===== src/rtl/move_sequencer_if.sv =====
`default_nettype none
// ============================================================================
// Module   : move_sequencer_if
// Purpose  : Command/sensor inputs and PID-facing outputs of move_sequencer.
//            The abort signal exists only when MV_ABORT_EN is defined.
// Revision : 1.0
// ============================================================================
interface move_sequencer_if;
  logic        mv_vld;
  logic [11:0] mv_hdg;
  logic [2:0]  mv_sqrs;
  logic [11:0] heading;
  logic        heading_rdy;
  logic        cntrIR;
`ifdef MV_ABORT_EN
  logic        abort;
`endif
  logic        moving;
  logic        err_vld;
  logic [11:0] error;
  logic [9:0]  frwrd;
  logic        busy;
  logic        mv_done;

  modport master (
    output mv_vld, mv_hdg, mv_sqrs, heading, heading_rdy, cntrIR,
`ifdef MV_ABORT_EN
    output abort,
`endif
    input  moving, err_vld, error, frwrd, busy, mv_done
  );

  modport slave (
    input  mv_vld, mv_hdg, mv_sqrs, heading, heading_rdy, cntrIR,
`ifdef MV_ABORT_EN
    input  abort,
`endif
    output moving, err_vld, error, frwrd, busy, mv_done
  );
endinterface
`default_nettype wire


===== src/rtl/move_sequencer.sv =====
`default_nettype none
// ============================================================================
// Module   : move_sequencer
// Purpose  : Move-level controller: turn to heading, ramp up, count lines,
//            ramp down, pulse done. Optional abort input under MV_ABORT_EN.
// Revision : 1.0
// ============================================================================
module move_sequencer #(
  parameter logic [9:0]  RAMP_INC  = 10'h020,
  parameter logic [9:0]  MAX_FRWRD = 10'h2A0,
  parameter logic [11:0] HDG_TOL   = 12'h02C
) (
  input  logic            clk,
  input  logic            rst,
  move_sequencer_if.slave mv_if
);

  typedef enum logic [2:0] {
    S_IDLE    = 3'd0,
    S_TURN    = 3'd1,
    S_RAMP_UP = 3'd2,
    S_RAMP_DN = 3'd3,
    S_DONE    = 3'd4
  } state_e;

  state_e      state_q, state_d;
  logic [11:0] hdg_q, hdg_d;
  logic [3:0]  lines_tgt_q, lines_tgt_d;
  logic [3:0]  line_cnt_q, line_cnt_d;
  logic [9:0]  frwrd_q, frwrd_d;
  logic [11:0] error_q, error_d;
  logic        err_vld_q, err_vld_d;
  logic        cntr_ir_q;
  logic        moving_q, moving_d;
  logic        busy_q, busy_d;
  logic        mv_done_q, mv_done_d;

  logic        w_line_rise;
  logic        w_abort;
  logic [11:0] w_err_neg;
  logic [11:0] w_err_abs;
  logic        w_err_in_tol;
  logic [10:0] w_frwrd_sum;
  logic [10:0] w_dec_amt;
  logic [9:0]  w_frwrd_up;
  logic [9:0]  w_frwrd_dn;

`ifdef MV_ABORT_EN
  assign w_abort = mv_if.abort;
`else
  assign w_abort = 1'b0;
`endif

  assign w_line_rise = mv_if.cntrIR & ~cntr_ir_q;

  // The most negative error has no positive twin; clamp its magnitude.
  assign w_err_neg    = ~error_q + 12'd1;
  assign w_err_abs    = !error_q[11] ? error_q :
                        ((error_q == 12'h800) ? 12'h7FF : w_err_neg);
  assign w_err_in_tol = (w_err_abs < HDG_TOL);

  assign w_frwrd_sum = {1'b0, frwrd_q} + {1'b0, RAMP_INC};
  assign w_frwrd_up  = (w_frwrd_sum > {1'b0, MAX_FRWRD}) ? MAX_FRWRD : w_frwrd_sum[9:0];
  assign w_dec_amt   = {RAMP_INC, 1'b0};
  assign w_frwrd_dn  = ({1'b0, frwrd_q} > w_dec_amt) ? (frwrd_q - w_dec_amt[9:0]) : 10'd0;

  always_ff @(posedge clk or posedge rst) begin
    if (rst) begin
      state_q     <= S_IDLE;
      hdg_q       <= 12'd0;
      lines_tgt_q <= 4'd0;
      line_cnt_q  <= 4'd0;
      frwrd_q     <= 10'd0;
      error_q     <= 12'd0;
      err_vld_q   <= 1'b0;
      cntr_ir_q   <= 1'b0;
      moving_q    <= 1'b0;
      busy_q      <= 1'b0;
      mv_done_q   <= 1'b0;
    end else begin
      state_q     <= state_d;
      hdg_q       <= hdg_d;
      lines_tgt_q <= lines_tgt_d;
      line_cnt_q  <= line_cnt_d;
      frwrd_q     <= frwrd_d;
      error_q     <= error_d;
      err_vld_q   <= err_vld_d;
      cntr_ir_q   <= mv_if.cntrIR;
      moving_q    <= moving_d;
      busy_q      <= busy_d;
      mv_done_q   <= mv_done_d;
    end
  end

  always_comb begin
    state_d     = state_q;
    hdg_d       = hdg_q;
    lines_tgt_d = lines_tgt_q;
    line_cnt_d  = line_cnt_q;
    frwrd_d     = frwrd_q;
    error_d     = error_q;
    err_vld_d   = 1'b0;

    if ((state_q != S_IDLE) && mv_if.heading_rdy) begin
      err_vld_d = 1'b1;
      error_d   = mv_if.heading - hdg_q;
    end

    case (state_q)
      S_IDLE: begin
        if (mv_if.mv_vld) begin
          hdg_d       = mv_if.mv_hdg;
          lines_tgt_d = {mv_if.mv_sqrs, 1'b0};
          line_cnt_d  = 4'd0;
          frwrd_d     = 10'd0;
          state_d     = S_TURN;
        end
      end
      S_TURN: begin
        frwrd_d = 10'd0;
        if (w_abort) begin
          state_d = S_DONE;
        end else if (err_vld_q && w_err_in_tol) begin
          state_d = (lines_tgt_q != 4'd0) ? S_RAMP_UP : S_DONE;
        end
      end
      S_RAMP_UP: begin
        if (mv_if.heading_rdy) frwrd_d = w_frwrd_up;
        if (w_line_rise) line_cnt_d = line_cnt_q + 4'd1;
        // Deceleration starts once the last line is reached.
        if (w_abort || (line_cnt_q == (lines_tgt_q - 4'd1))) state_d = S_RAMP_DN;
      end
      S_RAMP_DN: begin
        if (mv_if.heading_rdy) frwrd_d = w_frwrd_dn;
        if (frwrd_q == 10'd0) state_d = S_DONE;
      end
      S_DONE: begin
        state_d = S_IDLE;
      end
      default: begin
        state_d = S_IDLE;
      end
    endcase

    moving_d  = (state_d == S_TURN) || (state_d == S_RAMP_UP) || (state_d == S_RAMP_DN);
    busy_d    = (state_d != S_IDLE);
    mv_done_d = (state_d == S_DONE);
  end

  assign mv_if.moving  = moving_q;
  assign mv_if.err_vld = err_vld_q;
  assign mv_if.error   = error_q;
  assign mv_if.frwrd   = frwrd_q;
  assign mv_if.busy    = busy_q;
  assign mv_if.mv_done = mv_done_q;

endmodule
`default_nettype wire


===== src/flat_wrapper.sv =====
// flat-port wrapper written by rule: the top's interface ports become plain ports
module move_sequencer_flat 
#(
  parameter logic [9:0]  RAMP_INC  = 10'h020,
  parameter logic [9:0]  MAX_FRWRD = 10'h2A0,
  parameter logic [11:0] HDG_TOL   = 12'h02C
)
  (clk, rst, mv_if_mv_vld, mv_if_mv_hdg, mv_if_mv_sqrs, mv_if_heading, mv_if_heading_rdy, mv_if_cntrIR, mv_if_moving, mv_if_err_vld, mv_if_error, mv_if_frwrd, mv_if_busy, mv_if_mv_done);
  move_sequencer_if mv_if_i ();
  input  logic clk;
  input  logic rst;
  input wire logic [$bits(mv_if_i.mv_vld)-1:0] mv_if_mv_vld;
  input wire logic [$bits(mv_if_i.mv_hdg)-1:0] mv_if_mv_hdg;
  input wire logic [$bits(mv_if_i.mv_sqrs)-1:0] mv_if_mv_sqrs;
  input wire logic [$bits(mv_if_i.heading)-1:0] mv_if_heading;
  input wire logic [$bits(mv_if_i.heading_rdy)-1:0] mv_if_heading_rdy;
  input wire logic [$bits(mv_if_i.cntrIR)-1:0] mv_if_cntrIR;
  output wire logic [$bits(mv_if_i.moving)-1:0] mv_if_moving;
  output wire logic [$bits(mv_if_i.err_vld)-1:0] mv_if_err_vld;
  output wire logic [$bits(mv_if_i.error)-1:0] mv_if_error;
  output wire logic [$bits(mv_if_i.frwrd)-1:0] mv_if_frwrd;
  output wire logic [$bits(mv_if_i.busy)-1:0] mv_if_busy;
  output wire logic [$bits(mv_if_i.mv_done)-1:0] mv_if_mv_done;
  assign mv_if_i.mv_vld = mv_if_mv_vld;
  assign mv_if_i.mv_hdg = mv_if_mv_hdg;
  assign mv_if_i.mv_sqrs = mv_if_mv_sqrs;
  assign mv_if_i.heading = mv_if_heading;
  assign mv_if_i.heading_rdy = mv_if_heading_rdy;
  assign mv_if_i.cntrIR = mv_if_cntrIR;
  assign mv_if_moving = mv_if_i.moving;
  assign mv_if_err_vld = mv_if_i.err_vld;
  assign mv_if_error = mv_if_i.error;
  assign mv_if_frwrd = mv_if_i.frwrd;
  assign mv_if_busy = mv_if_i.busy;
  assign mv_if_mv_done = mv_if_i.mv_done;
  move_sequencer #(.RAMP_INC(RAMP_INC), .MAX_FRWRD(MAX_FRWRD), .HDG_TOL(HDG_TOL)) u_core (.clk(clk), .rst(rst), .mv_if(mv_if_i));
endmodule

===== config.mk =====
export PLATFORM = sky130hd
export DESIGN_NAME = move_sequencer_flat
export DESIGN_NICKNAME = d
export VERILOG_FILES = /design/src/rtl/move_sequencer_if.sv /design/src/rtl/move_sequencer.sv /design/src/flat_wrapper.sv
export SDC_FILE = /design/constraint.sdc
export NUM_CORES = 1
export LEC_CHECK = 0
export ABC_AREA = 1
export CAP_MARGIN = 20
export CORE_ASPECT_RATIO = 1.2
export CORE_MARGIN = 3
export CORE_UTILIZATION = 52
export CTS_CLUSTER_DIAMETER = 100
export DETAILED_ROUTE_END_ITERATION = 12
export PLACE_DENSITY = 0.8
export RECOVER_POWER = 100
export SYNTH_ARGS = -nofsm -noshare
export SYNTH_HDL_FRONTEND = slang
export SYNTH_SLANG_ARGS = --single-unit

===== constraint.sdc =====
create_clock -name clk -period 2.15 [get_ports clk]
set_input_delay 0.43 -clock clk [delete_from_list [all_inputs] [get_ports clk]]
set_output_delay 0.43 -clock clk [all_outputs]
set_load 0.01 [all_outputs]

# Yosys cells after proc, flatten, opt, wreduce, memory -nomap -nowiden

Index checks and enable logic that the tools add are counted.

Add/subtract/negate cells: 6
Magnitude comparators: 3
Equality and inequality tests: 13
Muxes and demuxes: 18
Bitwise gates (word level): 3
Reductions and logical operators: 14

Operator list:

| cell                                                 | count |
|---|---|
| two-way mux 10 bit                                   | 5 |
| one-hot mux 10 bit (4 select lines)                  | 1 |
| two-way mux 12 bit                                   | 2 |
| two-way mux 3 bit                                    | 5 |
| adder 12 x 1 -> 12 bit, second input constant        | 1 |
| equality test 12 bit, second input constant          | 1 |
| equality test 3 x 2 -> 1 bit, second input constant  | 4 |
| < comparator 12 x 6 -> 1 bit, second input constant  | 1 |
| inverter 12 bit                                      | 1 |
| one-hot mux 3 bit (4 select lines)                   | 1 |
| subtractor 12 bit                                    | 1 |
| adder 10 x 6 -> 11 bit, second input constant        | 1 |
| > comparator 11 x 10 -> 1 bit, second input constant | 1 |
| > comparator 10 x 7 -> 1 bit, second input constant  | 1 |
| zero test 10 bit                                     | 1 |
| subtractor 10 x 7 -> 10 bit, second input constant   | 1 |
| two-way mux 4 bit                                    | 2 |
| one-hot mux 4 bit (2 select lines)                   | 1 |
| nonzero test 4 bit                                   | 2 |
| equality test 3 x 1 -> 1 bit, second input constant  | 2 |
| != test 2 bit, second input constant                 | 3 |
| nonzero test 3 bit                                   | 2 |
| adder 4 x 1 -> 4 bit, second input constant          | 1 |
| equality test 4 bit                                  | 1 |
| 13 further kinds                                     | 15 |

Flip-flop bits (word level): 49
Output and inout bits: 26

# Logic depth before layout (Yosys ltp)

Depth in word-level cells: 11
Gate-level depth with buffers: 14
Mapped depth without buffers: 13

# Worst setup path before layout

Ideal clock, no wire load.

Path type: input-to-reg
Start: input mv_if_heading[0]
End: register u_core.error_q[8], in the netlist u_core.mv_if.error[8]
Arrival time: 1,712 ps
Required time: 2,024 ps
Slack: 311 ps
Stages on the path: 8
Buffers on the path: 0
Path through: inv_1 > ha_1 > fa_1 > nor3_1 > nor2_1 > o21bai_1 > xor2_1 > o21ai_0

Word-level cells in the longest chain between the ends: 1

RTL lines:

| what                   | RTL line              | source |
|---|---|---|
| start: declaration     | flat_wrapper.sv:15    | `input wire logic [$bits(mv_if_i.heading)-1:0] mv_if_heading;` |
| subtractor 12 bit      | move_sequencer.sv:106 | `error_d = mv_if.heading - hdg_q;` |
| end signal: assignment | move_sequencer.sv:86  | `error_q <= error_d;` |
| end: declaration       | move_sequencer.sv:31  | `logic [11:0] error_q, error_d;` |

Every way passes these cells.
A chain may end at the register's enable or synchronous reset.

# Worst setup path in the final report

Ends and elaborated chain as after synthesis.

==> reports/qor.csv <==
metric;value;unit
CTS sink cnt;44;
Synth Register Bits;44;
CTS tree;yes;
worst clock skew;0.008400;ns
PD cells;1122;nW/µm²
Finished Layout Cells;524;
1st-iter DRT viols;102;
worst path required time;2.33;ns
Async SR Flop Fraction;100.0;%
placed cell count;516;
r2r startpoint;u_core.state_q[0];
Post-Route WL;6206;µm
Max Clk Rate;494.3;MHz
HP Class;reg2reg;
WHS Path Cells;1;
Synth Flop Type;dfrtp_1;
WP data arrival;2.21;ns
PortBufs;52;
Filler cells;475;
post-layout net count;513;
Worst R2R Setup Slack;0.32;ns
total power;4.059;mW
Cells after Synth;398;
P&R area growth vs syn;23.07;%
io pins;58;
cts hold-fix bufs;0;
Comb pwr share;53.3;%
Net Switching;1.740;mW
gpl congestion;0.8974;
Avg Cell Area, Syn;7.385;µm²
global-route wire length before repair;10850;µm
Sw Ratio;42.88;%
worst vdd ir;0.0006327;V
final count of hold timing violations;0;
ANT cells;0;
status;finished, final reports clean;
relative slew slack;28.11;%
Via Count;2678;
DIE WIDTH;74.63;µm
die height;88.36;µm
Max Cap Viol;0;
htree depth;2;
Num CTS Buffers;5;
Reg2Reg Depth;8;
YS warnings;0;
crit path kind;in2reg;
final antenna-violating net count;0;
drc violations;0;
antenna violations before repair;0;
min cycle time layout;2.023;ns
DRT met1 WL;2851;µm
Clock Power Share;13.6;%
internal power;2.318;mW
core box area;5370;µm²
met2 wire len;3029;µm
endpoints failing setup;0;
Clk Latency, worst-skew pair;0.31;ns
Least-Margin Pin Slew;1.078;ns
largest net degree at the start of global routing;45;
reg2reg end;u_core.line_cnt_q[3];
die area;6594;µm²
# rows;29;
Max Used Layer;met4;
Wirelength per Cell;11.84;µm
clk buf depth;2;
most frequent cells in the layout;nand2_1 (116), inv_1 (55), dfrtp_1 (44);
total congestion overflow;0;
Reg clk slew, reported paths;0.09;ns
Vias per Instance;5.111;
most common cell after layout, fill and taps aside;nand2_1;
vias in the first global route;2472;
Cell variety after synth;36;
fin. max-slew vios;0;
Total GRT Usage;20.93;%
Crit Path Max Fanout;2;
Hold EP;u_core.mv_if.frwrd[5];
wire length on met3;239;µm
first drt pass iteration count;4;
worst hold start;u_core.state_q[0];
register area share after synthesis;37.46;%
initial core utilization;54.73;%
Critical Path Sink Type;flip-flop;
Leakage;1.807;nW
synthesized area;2939;µm²
number of synthesized flops with an enable pin;0;
startpoint types;input port;
share of layout cells above drive strength 1;6.277;%
sequential power share;33.2;%
hpwl dp;4874;µm
Final period util;94.09;%
Root Buffer;clkbuf_8;
flip-flops by register name, indices dropped and copies added, names as in the netlist:
name / count
u_core.mv_if.err_vld: 1
u_core.mv_if.busy: 1
u_core.hdg_q: 12
u_core.mv_if.frwrd: 5
u_core.line_cnt_q: 4
u_core.lines_tgt_q: 3
u_core.mv_if.mv_done: 1
u_core.mv_if.error: 12
u_core.cntr_ir_q: 1
u_core.state_q: 3
u_core.mv_if.moving: 1
kinds of logic (layout without fill, tap and decap cells):
| kind of cell | Yosys count | after routing | share of synthesized area [%] |
|---|---|---|---|
| AOI/OAI and AO/OA | 60 | 60 | 11.20 |
| xor gates and xnor gates | 13 | 13 | 3.874 |
| adders and majority gates | 20 | 20 | 8.770 |
| buffers and inverters | 71 | 131 | 10.34 |
| DFF | 44 | 44 | 37.46 |
| other | 1 | 5 | 0.1276 |
| and+or+nand+nor | 189 | 189 | 28.23 |
power by group through the flow:
stage | combinational (mW) | clock [mW] | sequential (mW)
global route | 2.47 | 0.598 | 1.38
CTS | 2.25 | 0.563 | 1.35
detailed placement | 2.23 | 0 | 1.37
finish | 2.16 | 0.551 | 1.35
global placement | 2.17 | 0 | 1.35
floorplan | 1.46 | 0 | 1.36
cells in the mapped netlist (5+ instances only):
cell	instances	area [µm²]
nor2_1	25	93.84
inv_2	5	18.77
dfrtp_1	44	1101
a21oi_1	10	50.05
ha_1	19	237.7
inv_1	55	206.5
nor3_1	6	30.03
xor2_1	8	70.07
xnor2_1	5	43.79
nand3_1	17	85.08
o21ai_0	37	185.2
buf_4	7	52.55
nand2_1	114	427.9
nand4_1	13	81.33
how the worst max path moves through the flow:
| stage | startpoint | endpoint | slack [ns] | depth (start not counted) |
|---|---|---|---|---|
| floorplan | mv_if_heading[0] | u_core.mv_if.error[8] | 0.31 | 8 |
| global placement | mv_if_heading[0] | u_core.mv_if.error[8] | -0.18 | 9 |
| detailed placement | mv_if_heading[0] | u_core.mv_if.error[8] | -0.21 | 9 |
| CTS | mv_if_heading[0] | u_core.mv_if.error[8] | 0.1 | 9 |
| global route | mv_if_heading[0] | u_core.mv_if.error[8] | -0.02 | 9 |
| finish | mv_if_heading[0] | u_core.mv_if.error[8] | 0.13 | 9 |
layout make-up:
| cell class | instances | area [µm²] | area share (%) |
|---|---|---|---|
| inverters | 60 | 225.2 | 6.226 |
| repair buffers | 63 | 594.3 | 16.43 |
| multi-input cells | 287 | 1525 | 42.17 |
| flip-flops and latches | 44 | 1101 | 30.44 |
| clock inverters | 1 | 7.507 | 0.2075 |
| well taps | 62 | 77.57 | 2.145 |
| clock buffers | 7 | 86.33 | 2.387 |
worst max-delay path, cell delays in order:
cell and delay, ns:
clkdlybuf4s50_1 0.45, inv_1 0.04, ha_1 0.21, fa_1 0.41, nor3_2 0.20, nor2_1 0.08, o21bai_1 0.16, xor2_1 0.15
o21ai_0 0.08
layer usage:
layer  vias up  GRT usage (%)
met5         -              0
met4         0          6.311
met3         9          3.864
met2        59          34.93
met1      1211          27.56
li1       1399              -
stage by stage:
stage	setup WS [ns]	setup TNS [ns]	hold WS, ns	instance area (µm²)	utilization [%]
floorplan	0.3113	0	0.4237	2954	-
global route	-0.01722	-0.01722	0.4955	3617	67.36
finish	0.1270	0	0.4625	3617	67.36
global placement	-0.1774	-0.5345	0.4348	3556	66.22
detailed placement	-0.2100	-0.6318	0.4418	3556	66.22
CTS	0.09868	0	0.4549	3650	67.96
repair_timing:
item	in CTS	in global routing
resized for setup	0	1
setup buffers	0	0
endpoints found under the setup margin	0	1
(Power assumes the default switching activity.)
